File: src/rtl/arbiter_pkg.sv
// Shared types and winner-selection helper for the SDRAM-side client arbiters.
package arbiter_pkg;

    typedef enum logic {
        IDLE  = 1'b0,
        GRANT = 1'b1
    } state_t;

    localparam int MAX_CLIENTS = 16;

    // Fixed mode: lowest requesting index. Round-robin: first requester at or after
    // ptr+1, wrapping at n. Returns 0 when nobody requests.
    function automatic int pick_next(input logic [MAX_CLIENTS-1:0] req, input int ptr,
                                     input logic mode, input int n);
        int win;
        int idx;
        logic found;
        win   = 0;
        found = 1'b0;
        for (int k = 1; k <= MAX_CLIENTS; k++) begin
            if (k <= n) begin
                if (mode) begin
                    idx = ptr + k;
                    if (idx >= n) idx = idx - n;
                end else begin
                    idx = k - 1;
                end
                if (!found && req[idx[3:0]]) begin
                    win   = idx;
                    found = 1'b1;
                end
            end
        end
        return win;
    endfunction

endpackage

File: src/rtl/arbiter_pick.sv
// Combinational winner selection for an N-client arbiter (fixed or round-robin).
module arbiter_pick
    import arbiter_pkg::*;
#(
    parameter int N = 4,
    localparam int CW = $clog2(N)
) (
    input  logic [N-1:0]  req,
    input  logic [CW-1:0] ptr,
    input  logic          mode,
    output logic [CW-1:0] winner,
    output logic          any
);

    logic [MAX_CLIENTS-1:0] req_ext;

    always_comb begin
        req_ext        = '0;
        req_ext[N-1:0] = req;
    end

    assign winner = CW'(pick_next(req_ext, int'(ptr), mode, N));
    assign any    = |req;

endmodule

File: src/rtl/arbiter_burst_rr.sv
// Burst-holding N-client arbiter in front of the SDRAM controller (clkSYS domain),
// with id-routed read return.
module arbiter_burst_rr
    import arbiter_pkg::*;
#(
    parameter int AN    = 24,
    parameter int DN    = 16,
    parameter int N     = 4,
    parameter int BURST = 8,
    localparam int CW   = $clog2(N)
) (
    input  logic          clkSYS,
    input  logic          n_reset,
    input  logic          rr_mode,
    input  logic [N-1:0]  c_req,
    input  logic [N-1:0]  c_wr,
    input  logic [N*AN-1:0] c_addr,
    input  logic [N*DN-1:0] c_data,
    output logic [N-1:0]  c_ack,
    output logic [N-1:0]  c_valid,
    output logic [DN-1:0] c_mem,
    output logic          m_req,
    output logic          m_wr,
    output logic [AN-1:0] m_addr,
    output logic [DN-1:0] m_data,
    output logic [CW-1:0] m_id,
    input  logic          m_ack,
    input  logic          m_valid,
    input  logic [CW-1:0] m_rid,
    input  logic [DN-1:0] m_mem,
    output logic [CW-1:0] grant_idx,
    output logic          busy
);

    localparam int BW = (BURST > 1) ? $clog2(BURST) : 1;
    localparam logic [BW-1:0] LAST = BW'(BURST - 1);

    state_t        state, state_next;
    logic [CW-1:0] grant_idx_next, ptr, ptr_next, winner;
    logic [BW-1:0] count, count_next;
    logic          any_req, accept, release_grant;

    arbiter_pick #(.N(N)) u_pick (
        .req    (c_req),
        .ptr    (ptr),
        .mode   (rr_mode),
        .winner (winner),
        .any    (any_req)
    );

    // Only the owner reaches the controller, and only while the grant is live.
    always_comb begin
        m_req            = (state == GRANT) & c_req[grant_idx];
        m_wr             = (state == GRANT) & c_wr[grant_idx];
        m_addr           = c_addr[grant_idx*AN +: AN];
        m_data           = c_data[grant_idx*DN +: DN];
        m_id             = grant_idx;
        c_ack            = '0;
        c_ack[grant_idx] = m_ack & m_req;
    end

    assign accept = m_req & m_ack;
    assign busy   = (state == GRANT);

    always_comb begin
        state_next     = state;
        grant_idx_next = grant_idx;
        ptr_next       = ptr;
        count_next     = count;
        release_grant  = 1'b0;
        case (state)
            IDLE: begin
                if (any_req) begin
                    state_next     = GRANT;
                    grant_idx_next = winner;
                    count_next     = '0;
                end
            end
            GRANT: begin
                // Full burst done, or the owner gave up without a word in flight.
                release_grant = (accept && count == LAST) || (!c_req[grant_idx] && !accept);
                if (accept) count_next = count + 1'b1;
                if (release_grant) begin
                    state_next = IDLE;
                    ptr_next   = grant_idx;
                    count_next = '0;
                end
            end
            default: state_next = IDLE;
        endcase
    end

    always_ff @(posedge clkSYS or negedge n_reset) begin
        if (!n_reset) begin
            state     <= IDLE;
            grant_idx <= '0;
            ptr       <= CW'(N - 1);
            count     <= '0;
        end else begin
            state     <= state_next;
            grant_idx <= grant_idx_next;
            ptr       <= ptr_next;
            count     <= count_next;
        end
    end

    // Read return is independent of the grant; ids outside 0..N-1 match nobody.
    always_ff @(posedge clkSYS or negedge n_reset) begin
        if (!n_reset) begin
            c_valid <= '0;
            c_mem   <= '0;
        end else begin
            for (int i = 0; i < N; i++) begin
                c_valid[i] <= m_valid && (m_rid == CW'(i));
            end
            c_mem <= m_mem;
        end
    end

endmodule

File: config.mk
export PLATFORM = sky130hd
export DESIGN_NAME = arbiter_burst_rr
export DESIGN_NICKNAME = d
export VERILOG_FILES = /design/src/rtl/arbiter_pkg.sv /design/src/rtl/arbiter_pick.sv /design/src/rtl/arbiter_burst_rr.sv
export SDC_FILE = /design/constraint.sdc
export NUM_CORES = 1
export LEC_CHECK = 0
export ABC_AREA = 1
export CORE_AREA = 2 2 102 104
export CTS_BUF_LIST = sky130_fd_sc_hd__clkbuf_16
export DETAILED_ROUTE_END_ITERATION = 8
export DIE_AREA = 0 0 104 106
export MAX_ROUTING_LAYER = met4
export PLACE_DENSITY_LB_ADDON = 0.3
export SKIP_LAST_GASP = 1
export SYNTH_ARGS = -nofsm -noshare
export SYNTH_HDL_FRONTEND = slang
export SYNTH_SLANG_ARGS = --single-unit
export TNS_END_PERCENT = 1
File: constraint.sdc
create_clock -name clkSYS -period 5.4 [get_ports clkSYS]
set_input_delay 0.81 -clock clkSYS [delete_from_list [all_inputs] [get_ports clkSYS]]
set_output_delay 0.81 -clock clkSYS [all_outputs]
set_load 0.03 [all_outputs]
; Yosys cells after proc, flatten, opt, wreduce, memory -nomap -nowiden
; Cells that the tools add are included.
[op_classes]
add_sub_neg = 9
multipliers = 1
order_cmp = 10
eq_ne = 6
shift = 2
n_mux = 36
bitwise_logic = 5
reduce_logical = 21
[ops]
columns = op, n
row1 = 32-bit by 4-bit >= comparator with 1-bit output (second input constant), 4
row2 = 96-bit by 8-bit indexed part select with 24-bit output, 1
row3 = 64-bit by 7-bit indexed part select with 16-bit output, 1
row4 = 4-bit 2-to-1 mux, 8
row5 = 4-bit by 5-bit less-than comparator with 1-bit output (second input constant), 4
row6 = 1-bit binary-select mux with 4-bit select, 4
row7 = 1-bit 2-to-1 mux, 12
row8 = 3-bit by 3-bit subtractor with 4-bit output (second input constant), 3
row9 = 1-bit logical AND, 10
row10 = 3-bit 2-to-1 mux, 3
row11 = 2-bit 2-to-1 mux, 4
row12 = 2-bit by 2-bit adder with 3-bit output (second input constant), 2
row13 = 3-bit one-hot mux with 2 select lines, 1
row14 = 2-bit AND reduction, 3
row15 = 1-bit logical NOT, 5
row16 = 2-bit by 3-bit adder with 4-bit output (second input constant), 1
row17 = 4-bit bitwise AND, 1
row18 = 1-bit binary-select mux with 2-bit select, 2
row19 = 2-bit == test (second input constant), 2
row20 = 2-bit by 2-bit multiplier with 4-bit output (second input constant), 1
row21 = 4-bit OR reduction, 1
row22 = 4-bit by 3-bit subtractor with 4-bit output (second input constant), 1
row23 = 2-bit by 1-bit adder with 3-bit output (second input constant), 1
row24 = 3-bit by 1-bit adder with 3-bit output (second input constant), 1
row25 = 12 further kinds, 14
[totals]
ff_bits = 28
inputBits = 191
out_inout_bits = 71

; Depth between registers and ports, before layout
; Gate-level depths: netlist of the first run.
[depth]
ltp_word = 16
ltp_mapped = 12

; Modules after synthesis
; Synthesis of the first run repeated with hierarchy kept, for this count alone.
[unflattened]
hier_cells = 351
area_unflattened_um2 = 2527.4
[by_module_without_submodules]
columns = module, n_inst, cells_each, area_each_um2
row1 = arbiter_burst_rr, 1, 289, 2139.6
row2 = arbiter_pick, 1, 62, 387.9

; Worst setup path after synthesis of the first run
; OpenSTA, ideal clock, no wires.
[synth_path]
kind = input -> output
startpoint = input port c_req[2]
endpoint = output port c_ack[0]
t_arrival_ps = 1777
t_required_ps = 4590
slack_ps = 2813
cell_stages = 8
path_buffers = 0
path_cell_list = inv_1 > o22ai_1 > nor2_1 > nand2_1 > nand2_2 > nor2_4 > inv_2 > nor2_1
[synth_via]
elab_chain_len = 5
[synth_rtl]
columns = item, line_no
row1 = from (decl), arbiter_burst_rr.sv:15  ; input logic [N-1:0] c_req,
row2 = 1-bit binary-select mux with 2-bit select, arbiter_burst_rr.sv:53  ; m_req = (state == GRANT) & c_req[grant_idx];
row3 = 1-bit 2-to-1 mux (not written as such), arbiter_burst_rr.sv:53
row4 = 1-bit bitwise AND, arbiter_burst_rr.sv:53
row5 = 1-bit bitwise AND, arbiter_burst_rr.sv:59  ; c_ack[grant_idx] = m_ack & m_req;
row6 = 4-bit bitwise AND (no source line), n/a
row7 = to (decl), arbiter_burst_rr.sv:19  ; output logic [N-1:0] c_ack,
; No other way between the ends. The select of a mux whose other input is x is not followed.

; Final worst setup path of the first run
[layout_path]
startpoint = register grant_idx[0]
endpoint = output port m_wr
[layout_via]
elab_chain_len = 3
[layout_rtl]
columns = item, line_no
row1 = from (decl), arbiter_burst_rr.sv:31  ; output logic [CW-1:0] grant_idx,
row2 = from (signal assigned), arbiter_burst_rr.sv:101  ; grant_idx <= grant_idx_next;
row3 = 1-bit binary-select mux with 2-bit select, arbiter_burst_rr.sv:54  ; m_wr = (state == GRANT) & c_wr[grant_idx];
row4 = 1-bit 2-to-1 mux (not written as such), arbiter_burst_rr.sv:54
row5 = 1-bit bitwise AND, arbiter_burst_rr.sv:54
row6 = to (decl), arbiter_burst_rr.sv:23  ; output logic m_wr,
; No other way between the ends. The select of a mux whose other input is x is not followed.

==> results of run 1 <==
routing by layer:
metal	track usage	part of all wire	routed length, um
met1	0.245	0.40	4710
met2	0.336	0.47	5480
met3	0.0503	0.10	1220
met4	0.0531	0.026	308
met5	-	0	0
state kept, by name (all words and copies together), names as in the netlist:
name / cells
count: 3
c_mem: 16
busy: 1
grant_idx: 2
ptr: 2
c_valid: 4
final cells by class:
type                       count  share of cell area
sequential                    28               0.137
clock buffer                   3              0.0145
timing repair buffer         266               0.513
inverter                      26              0.0194
multi-input combinational    259               0.277
tap                          136              0.0330
clock inverter                 1             0.00582
final timing paths:
| check | endpoint | cells after the start | start | slack [ns] |
|---|---|---|---|---|
| worst max-delay path | m_wr | 8 | grant_idx[0] | 1.50 |
| worst min-delay path | count[2] | 2 | count[2] | 0.50 |
| worst max register to register | count[1] | 10 | grant_idx[0] | 3.32 |
| worst min register to register | count[2] | 2 | count[2] | 0.50 |
| max in group asynchronous | ptr[1] | 2 | n_reset | 4.17 |
| min in group asynchronous | c_mem[3] | 2 | n_reset | 0.92 |
through the flow:
stage | utilization | area (um^2) | hold slack (ns) | total power, mW
3_5_place_dp | 0.506 | 5060 | 0.481 | 2.32
3_3_place_gp | 0.506 | 5060 | 0.461 | 2.30
2_1_floorplan | - | 2380 | 0.446 | 1.53
6_report | 0.516 | 5160 | 0.505 | 2.54
4_1_cts | 0.516 | 5160 | 0.513 | 2.55
5_1_grt | 0.516 | 5160 | 0.533 | 2.70
cell families after synthesis:
group,Yosys count,share of synthesized area
and+or+nand+nor,203,0.416
buffers and inverters,55,0.102
AOI/OAI and AO/OA,49,0.149
DFF,28,0.296
adders and majority gates,7,0.0369
tightest hold or removal path, cell delays in order (launching register included):
cell and delay [ns]:
dfrtp_1 0.36, nand2_1 0.06, nand2_1 0.05
power by group through the flow:
stage / Combinational (mW) / Clock [mW] / Sequential (mW)
6_report: 2.05 / 0.220 / 0.272
3_3_place_gp: 2.03 / 0 / 0.274
2_1_floorplan: 1.21 / 0 / 0.313
4_1_cts: 2.05 / 0.224 / 0.273
3_5_place_dp: 2.05 / 0 / 0.276
5_1_grt: 2.19 / 0.234 / 0.278
cells in the final DEF, fill, tap and decap left out, types with 3 or more instances in the layout:
cell type	synthesis	layout
a22oi_1	41	41
buf_4	2	5
clkbuf_16	0	3
clkdlybuf4s50_1	0	261
dfrtp_1	26	24
ha_1	7	7
inv_1	22	22
inv_2	3	3
nand2_1	34	34
nand2_2	3	3
nand3_1	140	140
nor2_1	13	13
nor3_1	4	4
==> flow_metrics.env, run 1 <==
export IMPL_status="completed"
export IMPL_finalNetCount=782
export IMPL_worst_slew_pin_slew_ns=1.16
export IMPL_wirelength_um=11700
export IMPL_intPower_mw=1.19
export IMPL_cpMostUsedCell="buf_4"
export IMPL_area_delta_synth_final_pct=117
export IMPL_path_buf_inv=5
export IMPL_skew_ns=0.00424
export IMPL_grt_max_degree=88
export IMPL_antenna_diode_count=0
export IMPL_hold_viol=0
export IMPL_ys_warn_count=0
export IMPL_coreArea_mm2=0.0100
export IMPL_start_util=0.238
export IMPL_cts_resized=0
export IMPL_synthTopCellsByArea="nand3_1 (29%), dfrtp_1 (27%), a22oi_1 (13%), nand2_1 (5.4%), ha_1 (3.7%)"
export IMPL_multi_input_area_mm2=0.00143
export IMPL_portBuffers=261
export IMPL_dp_hpwl_um=9030
export IMPL_vias=3610
export IMPL_critPathLaunchType="register"
export IMPL_maxCapViolations=0
export IMPL_hp_class="reg2reg"
export IMPL_p_switching_mw=1.35
export IMPL_ioPinCount=262
export IMPL_ys_types=30
export IMPL_ys_seq_elements=28
export IMPL_synth_most_common_cell="nand3_1"
export IMPL_end_kind="output port"
export IMPL_postRouteAntennaNets=0
export IMPL_wl_per_cell_um=16.3
export IMPL_grtUsageTotal=0.202
export IMPL_fin_cells=719
export IMPL_combPwrFrac=0.806
export IMPL_clock_path_buffers=2
export IMPL_dr_pass1_iters=6
export IMPL_yosys_area_top_type="nand3_1"
export IMPL_setup_ws_ns=1.50
export IMPL_path_max_fanout=46
export IMPL_power_density_mw_per_mm2=492
export IMPL_die_x_um=104
export IMPL_leakage_nw=2.15
export IMPL_sw_frac_of_total=0.532
export IMPL_vdd_drop_max_v=0.000224
export IMPL_ys_flop_type="dfrtp_1"
export IMPL_slowest_stage="clkdlybuf4s50_1"
export IMPL_crit_type="reg2out"
export IMPL_timing_max_transition_violations_final=0
export IMPL_syn_area_per_cell_um2=6.95
export IMPL_grt_pass1_vias=3469
export IMPL_setup_tns_ns=0
export IMPL_placed_cells=715
export IMPL_cts_max_level=1
export IMPL_dieArea_mm2=0.0110
export IMPL_synth_edf_count=0
export IMPL_drive_above_1_share=0.0429
export IMPL_postSynth_asyncResetShare=1.00
export IMPL_syn_cell_area_mm2=0.00238
export IMPL_grt_pass1_wl_um=17500
export IMPL_cp_required_ns=4.59
export IMPL_postCtsSetupBuffers=0
export IMPL_synth_fp_nets=540
export IMPL_ctsHoldBuffers=0
export IMPL_setup_viol=0
export IMPL_yosysSeqAreaShare=0.296
export IMPL_overflow=0
export IMPL_first_iter_violations=225
export IMPL_clk_latency_ns=0.27
export IMPL_netlist_top_cells_count="nand3_1 (140), a22oi_1 (41), nand2_1 (34), dfrtp_1 (26), inv_1 (22)"
export IMPL_die_h_um=106
export IMPL_vias_per_cell=5.02
export IMPL_cts_made_buffers=3
export IMPL_cts_tree="done"
export IMPL_antenna_found_initial=0
export IMPL_dpl_worst_slack_ns=1.80
export IMPL_rows=37
export IMPL_syn_inst=342
export IMPL_rsz0062_at_grt="false"
export IMPL_fillers=971
export IMPL_final_seq_area_um2=706
export IMPL_critical_path_top_delay_family="buffers and inverters"
export IMPL_slew_headroom=0.223
export IMPL_pwr_share_clk=0.087
export IMPL_min_period_ns=3.90
export IMPL_cts_sinks=28
export IMPL_seqPwrFrac=0.107
export IMPL_fmax_ghz=0.256
export IMPL_worstPathCellList="buf_4, inv_4, nand2_1, inv_1, buf_4, a22oi_1, a31oi_1, clkdlybuf4s50_1"
export IMPL_drc=0
export IMPL_clock_tree_root_cell="clkbuf_16"
export IMPL_synth_top_area_share=0.295
export IMPL_routabilityCongestion=0.909
export IMPL_finalCritPeriodShare=0.722
export IMPL_cp_slowest_stage_delay_ns=0.69
export IMPL_path_clk_slew_ns=0.07
export IMPL_crit_arrival_ns=3.09
Note: power is estimated with default switching activity, not from simulation.
==> run 2: changes to the inputs <==
--- a/config.mk
+++ b/config.mk
@@ -6,10 +6,10 @@
 export NUM_CORES = 1
 export LEC_CHECK = 0
 export ABC_AREA = 1
-export CORE_AREA = 2 2 102 104
+export CORE_AREA = 2 2 101 103
 export CTS_BUF_LIST = sky130_fd_sc_hd__clkbuf_16
 export DETAILED_ROUTE_END_ITERATION = 8
-export DIE_AREA = 0 0 104 106
+export DIE_AREA = 0 0 103 105
 export MAX_ROUTING_LAYER = met4
 export PLACE_DENSITY_LB_ADDON = 0.3
 export SKIP_LAST_GASP = 1
==> constraint.sdc (replaced) <==
create_clock -name clkSYS -period 3.7 [get_ports clkSYS]
set_input_delay 0.555 -clock clkSYS [delete_from_list [all_inputs] [get_ports clkSYS]]
set_output_delay 0.555 -clock clkSYS [all_outputs]
set_load 0.03 [all_outputs]
==> run 2 against run 1 <==
Setup slack worse by 0.87 ns. Count of clock-buffer cells in the layout unchanged. Wire length shrank 1.5%. Critical path type is now in2out. Largest power group unchanged.
==> flow_metrics.env, run 2 (synthesized netlist as in run 1, its figures left out) <==
export IMPL_hold_viol=0
export IMPL_use_met2=0.358
export IMPL_finalCritPeriodShare=0.830
export IMPL_worst_slew_pin_slew_ns=1.04
export IMPL_grt_use_met3=0.0435
export IMPL_crit_type="in2out"
export IMPL_reg_top3="c_mem x16, c_valid x4, count x3"
export IMPL_ctsHoldBuffers=0
export IMPL_vias=3542
export IMPL_ioPinCount=262
export IMPL_die_h_um=105
export IMPL_timing_max_transition_violations_final=0
export IMPL_clock_path_buffers=2
export IMPL_overflow=0
export IMPL_skew_ns=0.000617
export IMPL_power_density_mw_per_mm2=710
export IMPL_cp_slowest_stage_delay_ns=0.68
export IMPL_path_max_fanout=4
export IMPL_top_register="c_mem"
export IMPL_worstPathCellList="clkdlybuf4s50_1, inv_1, o22ai_1, nor2_1, nand2_1, nand2_2, nor2_4, inv_2, nor2_1, clkdlybuf4s50_1"
export IMPL_first_iter_violations=210
export IMPL_rr_startpoint="ptr[0]"
export IMPL_area_delta_synth_final_pct=113
export IMPL_reg2reg_depth=11
export IMPL_fillers=935
export IMPL_clock_tree_root_cell="clkbuf_16"
export IMPL_cts_max_level=1
export IMPL_dr_pass1_iters=5
export IMPL_finalInstanceArea_mm2=0.00506
export IMPL_end_kind="output port"
export IMPL_coreArea_mm2=0.00964
export IMPL_reg2reg_slack_ns=1.73
export IMPL_cts_resized=0
export IMPL_fmax_ghz=0.326
export IMPL_critical_path_top_delay_family="buffers and inverters"
export IMPL_grt_pass1_vias=3400
export IMPL_dp_hpwl_um=9260
export IMPL_cts_sinks=28
export IMPL_hp_class="reg2reg"
export IMPL_dieArea_mm2=0.0108
export IMPL_antenna_found_initial=0
export IMPL_crit_path_start="c_req[2]"
export IMPL_multi_input_area_mm2=0.00143
export IMPL_finalNetCount=783
export IMPL_slew_headroom=0.308
export IMPL_vdd_drop_max_v=0.000408
export IMPL_drive_above_1_share=0.115
export IMPL_grtUsageTotal=0.199
export IMPL_antenna_diode_count=0
export IMPL_cp_required_ns=3.14
export IMPL_setup_viol=0
export IMPL_setup_ws_ns=0.630
export IMPL_rows=36
export IMPL_crit_cells=10
export IMPL_rsz0062_at_grt="false"
export IMPL_critPathLaunchType="input pin"
export IMPL_path_buf_inv=4
export IMPL_vias_per_cell=4.94
export IMPL_busiest_layer="met2"
export IMPL_postCtsSetupBuffers=0
export IMPL_path_clk_slew_ns=0.06
export IMPL_placed_area_mm2=0.00496
export IMPL_fin_total_pwr_mw=3.59
export IMPL_hold_ws_ns=0.490
export IMPL_routabilityCongestion=0.921
export IMPL_maxCapViolations=0
export IMPL_drc=0
export IMPL_largest_reg_flops=16
export IMPL_grt_max_degree=84
export IMPL_slowest_stage="clkdlybuf4s50_1"
export IMPL_r2r_end="grant_idx[0]"
export IMPL_wirelength_um=11500
export IMPL_min_period_ns=3.07
export IMPL_status="completed"
export IMPL_die_x_um=103
export IMPL_grt_pass1_wl_um=16600
export IMPL_cts_made_buffers=3
export IMPL_critPathCapture="c_ack[0]"
export IMPL_cts_tree="done"
export IMPL_wl_per_cell_um=16.1
export IMPL_setup_tns_ns=0
export IMPL_crit_arrival_ns=2.52
export IMPL_portBuffers=261
export IMPL_dpl_worst_slack_ns=0.623
export IMPL_final_common_cell="clkdlybuf4s50_1"
export IMPL_postRouteAntennaNets=0
export IMPL_final_seq_area_um2=706
export IMPL_start_util=0.246
export IMPL_clk_latency_ns=0.26
export IMPL_leakage_nw=2.19
export IMPL_layout_common_cells="clkdlybuf4s50_1 (220), nand3_1 (140), buf_4 (47)"
export IMPL_grt_use_met1=0.219
-- run 2: changes by cell type in the layout (fill, tap and decap cells not counted), sizes merged --
cell	change
buf	+42
clkdlybuf4s50	-41
-- run 2: layout make-up --
type / instances / share of cell area
inverters: 26 / 0.0198
clock inverters: 1 / 0.00593
repair buffers: 267 / 0.505
clock buffers: 3 / 0.0148
flip-flops and latches: 28 / 0.139
multi-input cells: 259 / 0.283
well taps: 133 / 0.0329
-- run 2: layer usage --
metal | share of wire | wire (um)
met5 | 0 | 0
met4 | 0.021 | 243
met3 | 0.10 | 1180
met2 | 0.51 | 5890
met1 | 0.37 | 4240
-- run 2: power by group --
group	switching [mW]	internal [mW]	total, mW
Clock	0.0971	0.215	0.312
Combinational	1.83	1.04	2.87
Sequential	0.0519	0.361	0.413
Total	1.98	1.62	3.59
-- run 2: metrics by stage --
stage,util,instances
after CTS,0.525,717
final,0.525,717
after global placement,0.514,713
after detailed placement,0.514,713
after floorplan,-,342
after global routing,0.525,717
-- run 2: worst reg2reg max path: stages (launching register included) --
cell	delay [ns]
dfstp_2	0.59
inv_2	0.10
ha_1	0.30
nand2_2	0.08
inv_1	0.13
nand3_1	0.11
nand3_2	0.13
nand2_1	0.07
a21oi_1	0.14
nor2_1	0.06
o21ai_0	0.07
nand2_1	0.08
-- run 2: how the worst min path moves through the flow --
stage / from / to / slack, ns / depth (start not counted)
3_3_place_gp: count[1] / count[1] / 0.47 / 2
4_1_cts: count[1] / count[1] / 0.49 / 2
6_report: count[1] / count[1] / 0.49 / 2
2_1_floorplan: n_reset / busy / 0.26 / 0
3_5_place_dp: count[1] / count[1] / 0.48 / 2
5_1_grt: count[1] / count[1] / 0.50 / 2
==> run 3: changes to the inputs <==
--- a/config.mk
+++ b/config.mk
@@ -6,10 +6,10 @@
 export NUM_CORES = 1
 export LEC_CHECK = 0
 export ABC_AREA = 1
-export CORE_AREA = 2 2 101 103
+export CORE_AREA = 2 2 102 104
 export CTS_BUF_LIST = sky130_fd_sc_hd__clkbuf_16
 export DETAILED_ROUTE_END_ITERATION = 8
-export DIE_AREA = 0 0 103 105
+export DIE_AREA = 0 0 104 106
 export MAX_ROUTING_LAYER = met4
 export PLACE_DENSITY_LB_ADDON = 0.3
 export SKIP_LAST_GASP = 1
==> constraint.sdc (replaced) <==
create_clock -name clkSYS -period 2.5 [get_ports clkSYS]
set_input_delay 0.375 -clock clkSYS [delete_from_list [all_inputs] [get_ports clkSYS]]
set_output_delay 0.375 -clock clkSYS [all_outputs]
set_load 0.03 [all_outputs]
==> run 3 against run 2 <==
Core utilization fell by 1.3 points. Register-to-register slack got worse by 1.1 ns. Via count rose by 0.65%. Critical endpoint is now m_data[9]. Largest cell class unchanged.
==> flow_metrics.env, run 3 (synthesized netlist as in run 1, its figures left out) <==
export IMPL_hp_class="in2async"
export IMPL_clock_path_buffers=2
export IMPL_timing_max_transition_violations_final=0
export IMPL_finalInstanceArea_mm2=0.00513
export IMPL_crit_path_start="grant_idx[1]"
export IMPL_dp_hpwl_um=9250
export IMPL_fin_total_pwr_mw=5.48
export IMPL_wl_per_cell_um=16.2
export IMPL_crit_cells=5
export IMPL_vias=3565
export IMPL_worstPathCellList="buf_4, buf_4, nand3_1, nand3_1, buf_4"
export IMPL_largest_reg_flops=16
export IMPL_rows=37
export IMPL_finalNetCount=787
export IMPL_slowest_stage="buf_4"
export IMPL_cp_slowest_stage_delay_ns=0.46
export IMPL_reg_top3="c_mem x16, c_valid x4, count x3"
export IMPL_rr_startpoint="ptr[0]"
export IMPL_drc=0
export IMPL_antenna_found_initial=0
export IMPL_min_period_ns=2.38
export IMPL_rsz0062_at_grt="false"
export IMPL_setup_viol=0
export IMPL_postRouteAntennaNets=0
export IMPL_cts_sinks=28
export IMPL_setup_tns_ns=0
export IMPL_end_kind="output port"
export IMPL_dieArea_mm2=0.0110
export IMPL_cts_max_level=1
export IMPL_r2r_end="grant_idx[1]"
export IMPL_portBuffers=261
export IMPL_antenna_diode_count=0
export IMPL_power_density_mw_per_mm2=1070
export IMPL_hold_viol=0
export IMPL_grt_use_met3=0.0558
export IMPL_placed_area_mm2=0.00502
export IMPL_layout_common_cells="clkdlybuf4s50_1 (215), nand3_1 (140), buf_4 (52)"
export IMPL_grt_use_met1=0.232
export IMPL_path_clk_slew_ns=0.07
export IMPL_drive_above_1_share=0.128
export IMPL_hold_ws_ns=0.481
export IMPL_wirelength_um=11700
export IMPL_reg2reg_slack_ns=0.61
export IMPL_postCtsSetupBuffers=0
export IMPL_skew_ns=0.00207
export IMPL_reg2reg_depth=12
export IMPL_busiest_layer="met2"
export IMPL_cts_tree="done"
export IMPL_vias_per_cell=4.92
export IMPL_routabilityCongestion=0.856
export IMPL_overflow=0
export IMPL_fmax_ghz=0.420
export IMPL_grt_pass1_vias=3530
export IMPL_use_met2=0.333
export IMPL_slew_headroom=0.630
export IMPL_cp_required_ns=2.12
export IMPL_critical_path_top_delay_family="buffers and inverters"
export IMPL_first_iter_violations=172
export IMPL_worst_slew_pin_slew_ns=0.555
export IMPL_start_util=0.238
export IMPL_fillers=980
export IMPL_maxCapViolations=0
export IMPL_grtUsageTotal=0.202
export IMPL_dr_pass1_iters=5
export IMPL_clk_latency_ns=0.26
export IMPL_cts_resized=0
export IMPL_clock_tree_root_cell="clkbuf_16"
export IMPL_die_x_um=104
export IMPL_status="completed"
export IMPL_top_register="c_mem"
export IMPL_grt_max_degree=50
export IMPL_ioPinCount=262
export IMPL_crit_arrival_ns=2.00
export IMPL_grt_pass1_wl_um=17700
export IMPL_critPathCapture="m_data[9]"
export IMPL_cts_made_buffers=3
export IMPL_path_max_fanout=49
export IMPL_die_h_um=106
export IMPL_coreArea_mm2=0.0100
export IMPL_final_common_cell="clkdlybuf4s50_1"
export IMPL_finalCritPeriodShare=0.951
export IMPL_crit_type="reg2out"
export IMPL_vdd_drop_max_v=0.000524
export IMPL_path_buf_inv=3
export IMPL_cpMostUsedCell="buf_4"
export IMPL_leakage_nw=2.25
export IMPL_area_delta_synth_final_pct=116
export IMPL_ctsHoldBuffers=0
export IMPL_critPathLaunchType="register"
[run 3: cell type report]
cell class / count / area, um^2 / area share
repair buffers: 271 / 2620 / 0.510
clock buffers: 3 / 75.1 / 0.0146
flip-flops and latches: 28 / 706 / 0.138
multi-input cells: 259 / 1430 / 0.279
well taps: 136 / 170 / 0.0332
clock inverters: 1 / 30.0 / 0.00586
inverters: 26 / 100 / 0.0195
[run 3: metrics by stage]
stage               instances   util  setup slack (ns)
floorplan                 342      -             0.380
global placement          720  0.502             0.115
detailed placement        720  0.502            0.0573
CTS                       724  0.512            0.0609
global route              724  0.513           0.00710
finish                    724  0.513             0.121
[run 3: how the worst min path moves through the flow]
stage	start	endpoint	slack, ns
floorplan	n_reset	busy	0.08
global route	n_reset	c_mem[6]	0.51
global placement	count[1]	count[1]	0.46
finish	n_reset	c_mem[10]	0.48
detailed placement	count[1]	count[1]	0.48
CTS	n_reset	c_mem[7]	0.49
[run 3: worst register-to-register path, stage by stage, from the launching register on]
cell and delay, ns:
dfstp_2 0.58, inv_2 0.10, ha_1 0.31, nand2_2 0.10, inv_1 0.08, nand3_1 0.10, nand3_2 0.12, nand3_1 0.09
nand2_1 0.05, inv_1 0.04, nand2_1 0.05, nor2_1 0.10, nor2_1 0.05
[run 3: per-layer routing]
metal | vias to the layer above | share of wire
met5 | - | 0
met1 | 1603 | 0.40
met3 | 36 | 0.091
met2 | 208 | 0.46
met4 | 0 | 0.045
li1 | 1718 | -
[run 3: where the power goes]
group / switching (mW) / total, mW / internal, mW
Combinational: 2.75 / 4.40 / 1.65
Sequential: 0.0754 / 0.609 / 0.533
Clock: 0.152 / 0.470 / 0.319
